<file path="config.mk">
export PLATFORM = sky130hd
export DESIGN_NAME = error_feedback
export DESIGN_NICKNAME = d
export VERILOG_FILES = /design/src/rtl/error_feedback.sv
export SDC_FILE = /design/constraint.sdc
export NUM_CORES = 1
export LEC_CHECK = 0
export ABC_AREA = 0
export CAP_MARGIN = 30
export CORE_UTILIZATION = 40
export DETAILED_ROUTE_END_ITERATION = 8
export PLACE_DENSITY = 0.85
export SLEW_MARGIN = 20
export SYNTH_ARGS = -nofsm -noshare
export SYNTH_HDL_FRONTEND = slang
export SYNTH_SLANG_ARGS = --single-unit
</file>
<file path="constraint.sdc">
create_clock -name clock -period 1.95 [get_ports clock]
set_input_delay 0.4875 -clock clock [delete_from_list [all_inputs] [get_ports clock]]
set_output_delay 0.4875 -clock clock [all_outputs]
set_load 0.03 [all_outputs]
</file>
<file path="src/rtl/error_feedback.sv">
// Output-end error responder: pairs an activation with its target, returns target-activation on the backward channel.
// Optional batch squared-error metric is built when LOSS_METRIC_EN is defined.
module error_feedback #(
    parameter int SHIFT = 0,
    parameter int BATCH = 16
) (
    input  logic        clock,
    input  logic        reset,
    input  logic        train,
    input  logic        input_forward_valid,
    input  logic [7:0]  input_forward_data,
    output logic        input_forward_ready,
    input  logic        target_valid,
    input  logic [7:0]  target_data,
    output logic        target_ready,
    output logic        output_backward_valid,
    output logic [15:0] output_backward_data,
    input  logic        output_backward_ready,
    output logic        metric_valid,
    output logic [31:0] metric_data,
    input  logic        metric_ready
);

    typedef enum logic [1:0] {
        LOAD   = 2'd0,
        DIFF   = 2'd1,
        SEND   = 2'd2,
        REPORT = 2'd3
    } state_t;

    state_t             state_q, state_d;
    logic               have_act_q, have_act_d;
    logic               have_tgt_q, have_tgt_d;
    logic [7:0]         act_q, act_d;
    logic [7:0]         tgt_q, tgt_d;
    logic               bwd_valid_q, bwd_valid_d;
    logic [15:0]        bwd_data_q, bwd_data_d;
    logic signed [15:0] err_s;
    logic               report_due_s;

    assign err_s = $signed({8'h00, tgt_q}) - $signed({8'h00, act_q});

    assign input_forward_ready   = (state_q == LOAD) && !have_act_q;
    assign target_ready          = (state_q == LOAD) && !have_tgt_q;
    assign output_backward_valid = bwd_valid_q;
    assign output_backward_data  = bwd_data_q;

`ifdef LOSS_METRIC_EN
    localparam logic [15:0] BATCH_C = 16'(BATCH);

    logic [31:0]        acc_q, acc_d;
    logic [15:0]        count_q, count_d;
    logic               metric_valid_q, metric_valid_d;
    logic [31:0]        metric_data_q, metric_data_d;
    logic [15:0]        count_next_s;
    logic signed [31:0] err_w_s;
    logic [31:0]        sq_s;

    // The metric uses the unshifted error; the square always fits in 17 bits.
    assign err_w_s      = 32'(err_s);
    assign sq_s         = err_w_s * err_w_s;
    assign count_next_s = (state_q == DIFF) ? (count_q + 16'd1) : count_q;
    assign report_due_s = (count_next_s == BATCH_C);
    assign metric_valid = metric_valid_q;
    assign metric_data  = metric_data_q;

    // Metric accumulation and report holding register updates
    always_comb begin
        acc_d          = acc_q;
        count_d        = count_q;
        metric_valid_d = metric_valid_q;
        metric_data_d  = metric_data_q;
        if (state_q == DIFF) begin
            acc_d   = acc_q + sq_s;
            count_d = count_next_s;
        end else if ((state_q == REPORT) && metric_ready) begin
            acc_d          = 32'd0;
            count_d        = 16'd0;
            metric_valid_d = 1'b0;
            metric_data_d  = 32'd0;
        end else begin
            acc_d = acc_q;
        end
        if ((state_q != REPORT) && (state_d == REPORT)) begin
            metric_valid_d = 1'b1;
            metric_data_d  = acc_d;
        end else begin
            metric_valid_d = metric_valid_d;
        end
    end

    // Metric state registers
    always_ff @(posedge clock or negedge reset) begin
        if (!reset) begin
            acc_q          <= 32'd0;
            count_q        <= 16'd0;
            metric_valid_q <= 1'b0;
            metric_data_q  <= 32'd0;
        end else begin
            acc_q          <= acc_d;
            count_q        <= count_d;
            metric_valid_q <= metric_valid_d;
            metric_data_q  <= metric_data_d;
        end
    end
`else
    logic unused_metric_ready_s;

    assign unused_metric_ready_s = metric_ready;
    assign report_due_s          = 1'b0;
    assign metric_valid          = 1'b0;
    assign metric_data           = 32'd0;
`endif

    // Next-state and datapath control for the sample loop
    always_comb begin
        state_d     = state_q;
        have_act_d  = have_act_q;
        have_tgt_d  = have_tgt_q;
        act_d       = act_q;
        tgt_d       = tgt_q;
        bwd_valid_d = bwd_valid_q;
        bwd_data_d  = bwd_data_q;
        case (state_q)
            LOAD: begin
                if (input_forward_valid && !have_act_q) begin
                    have_act_d = 1'b1;
                    act_d      = input_forward_data;
                end else begin
                    have_act_d = have_act_q;
                end
                if (target_valid && !have_tgt_q) begin
                    have_tgt_d = 1'b1;
                    tgt_d      = target_data;
                end else begin
                    have_tgt_d = have_tgt_q;
                end
                // Leave on the completing handshake so DIFF follows immediately.
                if (have_act_d && have_tgt_d) begin
                    state_d = DIFF;
                end else begin
                    state_d = LOAD;
                end
            end
            DIFF: begin
                have_act_d = 1'b0;
                have_tgt_d = 1'b0;
                bwd_data_d = err_s <<< SHIFT;
                if (train) begin
                    bwd_valid_d = 1'b1;
                    state_d     = SEND;
                end else begin
                    state_d = report_due_s ? REPORT : LOAD;
                end
            end
            SEND: begin
                if (output_backward_ready) begin
                    bwd_valid_d = 1'b0;
                    state_d     = report_due_s ? REPORT : LOAD;
                end else begin
                    state_d = SEND;
                end
            end
`ifdef LOSS_METRIC_EN
            REPORT: begin
                if (metric_ready) begin
                    state_d = LOAD;
                end else begin
                    state_d = REPORT;
                end
            end
`endif
            default: begin
                state_d = LOAD;
            end
        endcase
    end

    // Sample-loop state registers
    always_ff @(posedge clock or negedge reset) begin
        if (!reset) begin
            state_q     <= LOAD;
            have_act_q  <= 1'b0;
            have_tgt_q  <= 1'b0;
            act_q       <= 8'd0;
            tgt_q       <= 8'd0;
            bwd_valid_q <= 1'b0;
            bwd_data_q  <= 16'd0;
        end else begin
            state_q     <= state_d;
            have_act_q  <= have_act_d;
            have_tgt_q  <= have_tgt_d;
            act_q       <= act_d;
            tgt_q       <= tgt_d;
            bwd_valid_q <= bwd_valid_d;
            bwd_data_q  <= bwd_data_d;
        end
    end

endmodule
</file>
==> run_results.csv <==
group,metric,value,unit
synthesis,ys_seq_area_share,39.8,%
place,dp_hpwl,2540,µm
sta,worst_slack,0.0742,ns
power_and_ir_drop,combPwrFrac,60.7,%
power_and_ir_drop,power_frac_clock,12.2,%
global_routing,antenna_found_initial,0,
global_routing,grt_pass1_wl,5630,µm
global_routing,grt_overflow,0,
min_path,worstHoldStart,"output_backward_data[1]",
cells_and_area,finalNetCount,266,
floorplanning,die_h,70.7,µm
setup_path,cp_slowest_cell,"dfrtp_1",
power_and_ir_drop,switchingPower,0.00193,W
synthesis,yosysUniqueCellTypes,36,
clock_tree,worstSkewPairLatency,0.29,ns
synthesis,synth_top_area_share,39.8,%
clock_tree,cts_hold_buf,0,
power_and_ir_drop,p_total,0.00423,W
global_routing,grt_max_degree,31,
power_and_ir_drop,power.density,1880,nW/µm²
synthesis,syn_area,1890,µm²
status,status,"finished with violations",
route,via_per_inst,4.70,
global_routing,grt_pass1_vias,1258,
clock_tree,clk_path_buf_depth,2,
power_and_ir_drop,leakage,1.03,nW
sta,hold_viol,0,
synthesis,synthTopCellsByArea,"dfrtp_1 (40%), buf_4 (17%), ha_1 (5.3%)",
setup_path,crit_chain,"nor3_2 > dlygate4sd2_1",
power_and_ir_drop,p_int,0.00230,W
floorplanning,fp.coreArea,4440,µm²
sta,fin_skew,0.00413,ns
sta,fin_crit_sh,96.2,%
synthesis,yosysWarnings,0,
setup_path,arrival,1.39,ns
synthesis,ys.flop_type,"dfrtp_1",
floorplanning,rows,24,
cells_and_area,areaGrowthSynthToFinish,19.2,%
sta,grt_setup_unrepaired,"false",
place,dp_cells,279,
sta,fin_crit,1.88,ns
clock_tree,cts_buffers,5,
power_and_ir_drop,sw_frac_of_total,45.6,%
sta,setup_viol,0,
route,ant_nets,0,
setup_path,crit_required,1.46,ns
clock_tree,h-tree-depth,2,
clock_tree,cts_resized,10,
global_routing,grt_usage,14.7,%
cells_and_area,fillers,402,
cells_and_area,drive_gt1_share,10.6,%
job,cap_violations,0,
sta,tns,0,ns
setup_path,max_stage_delay,0.47,ns
clock_tree,clk_pin_slew_worst_paths,0.06,ns
clock_tree,cts_tree,"yes",
setup_path,cp-start-kind,"register",
cells_and_area,diodes,0,
floorplanning,pin_count,75,
route,drc,16,
setup_path,r2r-start,"tgt_q[0]",
clock_tree,post_cts_buffers,0,
route,drt-initial-drc-count,40,
floorplanning,start_util,42.5,%
clock_tree,clock_sinks,30,
status,violations,"design-rule violations",
place,placed_cell_area,2170,µm²
synthesis,synth_cells,197,
cells_and_area,fin_cells,287,
synthesis,ys_ff_latch,30,
synthesis,synth_top_cell_by_area,"dfrtp_1",
power_and_ir_drop,ir_worst_vdd,0.937,mV
synthesis,syn_avg_cell_area,9.58,µm²
min_path,hp-class,"reg2reg",
place,gp_congestion,0.817,
floorplanning,dieArea,5000,µm²
synthesis,synth-edff-count,0,
setup_path,crit_type,"reg2out",
sta,maxSlewViolCount,0,
setup_path,critPathLaunch,"state_q[1]",
synthesis,ys_async_sr_fraction,100,%
sta,fmax,533,MHz
cells_and_area,final_area,2250,µm²
route,wl_per_cell,11.6,µm
floorplanning,dieWidth,70.7,µm
setup_path,crit_fanout,7,
clock_tree,ctsRootBufferMaster,"clkbuf_8",
route,routed_wl,3320,µm
power_and_ir_drop,seqPwrFrac,27.1,%
setup_path,end_kind,"output port",
place,portBuffers,40,
place,place_ws,0.0981,ns
route,firstDrtPassIters,6,
route,via_count,1350,
==> sequential cells by signal, summed over array words and instances (netlist names) <==
name	cells
output_backward_data	9
act_q	8
tgt_q	8
state_q	2
have_act_q	1
have_tgt_q	1
output_backward_valid	1
==> cell families after synthesis <==
logic type | Yosys count | synth area share [%]
and+or+nand+nor | 54 | 16.2
AOI/OAI and AO/OA | 38 | 12.3
adders and majority gates | 9 | 6.36
other | 1 | 0.199
muxes | 7 | 4.18
DFF | 30 | 39.8
buffers and inverters | 57 | 20.5
xor gates and xnor gates | 1 | 0.464
==> area by class of cell <==
cell class                 count  area, µm²  share of cell area (%)
clock inverter                 1       5.00                   0.222
sequential                    30        751                    33.4
tap                           52       65.1                    2.89
timing repair buffer          45        425                    18.9
multi-input combinational    142        881                    39.1
clock buffer                   7       86.3                    3.84
inverter                      10       37.5                    1.67
==> worst paths after layout <==
| check | end | slack (ns) | depth (start not counted) |
|---|---|---|---|
| worst max-delay path | input_forward_ready | 0.07 | 2 |
| worst min-delay path | output_backward_data[1] | 0.49 | 2 |
| worst max register to register | output_backward_data[6] | 0.11 | 7 |
| worst min register to register | output_backward_data[1] | 0.49 | 2 |
| max in group asynchronous | output_backward_valid | 1.10 | 2 |
| min in group asynchronous | act_q[1] | 0.58 | 2 |
==> cells in the mapped netlist, types with 4 or more instances <==
cell type	number
a21oi_1	7
buf_4	43
dfrtp_1	30
ha_1	8
inv_1	10
mux2_2	7
nand2_1	16
nor2_1	7
nor3_1	6
nor3b_1	4
o21ai_0	17
==> stage by stage <==
stage          hold WS [ns]  util, %
2_1_floorplan         0.192        -
3_3_place_gp          0.463     48.9
3_5_place_dp          0.477     48.9
4_1_cts               0.492     50.6
5_1_grt               0.518     50.6
6_report              0.486     50.6
==> worst max-delay path, delay by kind of cell, from the launching register on <==
family	cells	cell delay [ns]
buffers and inverters	1	0.42
flip-flops	1	0.47
AND/OR/NAND/NOR	1	0.22
==> power groups by stage <==
stage | Combinational [W] | Sequential, W | Clock (W)
global route | 0.00282 | 0.00119 | 0.000540
CTS | 0.00257 | 0.00115 | 0.000523
floorplan | 0.00189 | 0.00130 | 0
detailed placement | 0.00262 | 0.00117 | 0
global placement | 0.00256 | 0.00114 | 0
finish | 0.00257 | 0.00115 | 0.000515
==> cells in the final DEF (no fill, tap or decap), drive strengths merged, types with 5 or more instances in the layout <==
cell,instances
nor2,7
o21ai,18
mux2,7
inv,10
clkdlybuf4s50,30
clkbuf,7
dfrtp,30
buf,5
nor3,6
a21oi,7
ha,8
dlygate4sd2,10
conb,33
nand2,16
==> routing by layer <==
layer | part of all wire (%) | GRT usage (%) | vias up
met5 | 0 | 0 | -
met4 | 2.3 | 8.67 | 0
met3 | 6.6 | 4.56 | 8
met2 | 46 | 23.2 | 53
met1 | 45 | 17.6 | 613
li1 | - | - | 676
No activity file was read; power rests on OpenSTA's default activity.
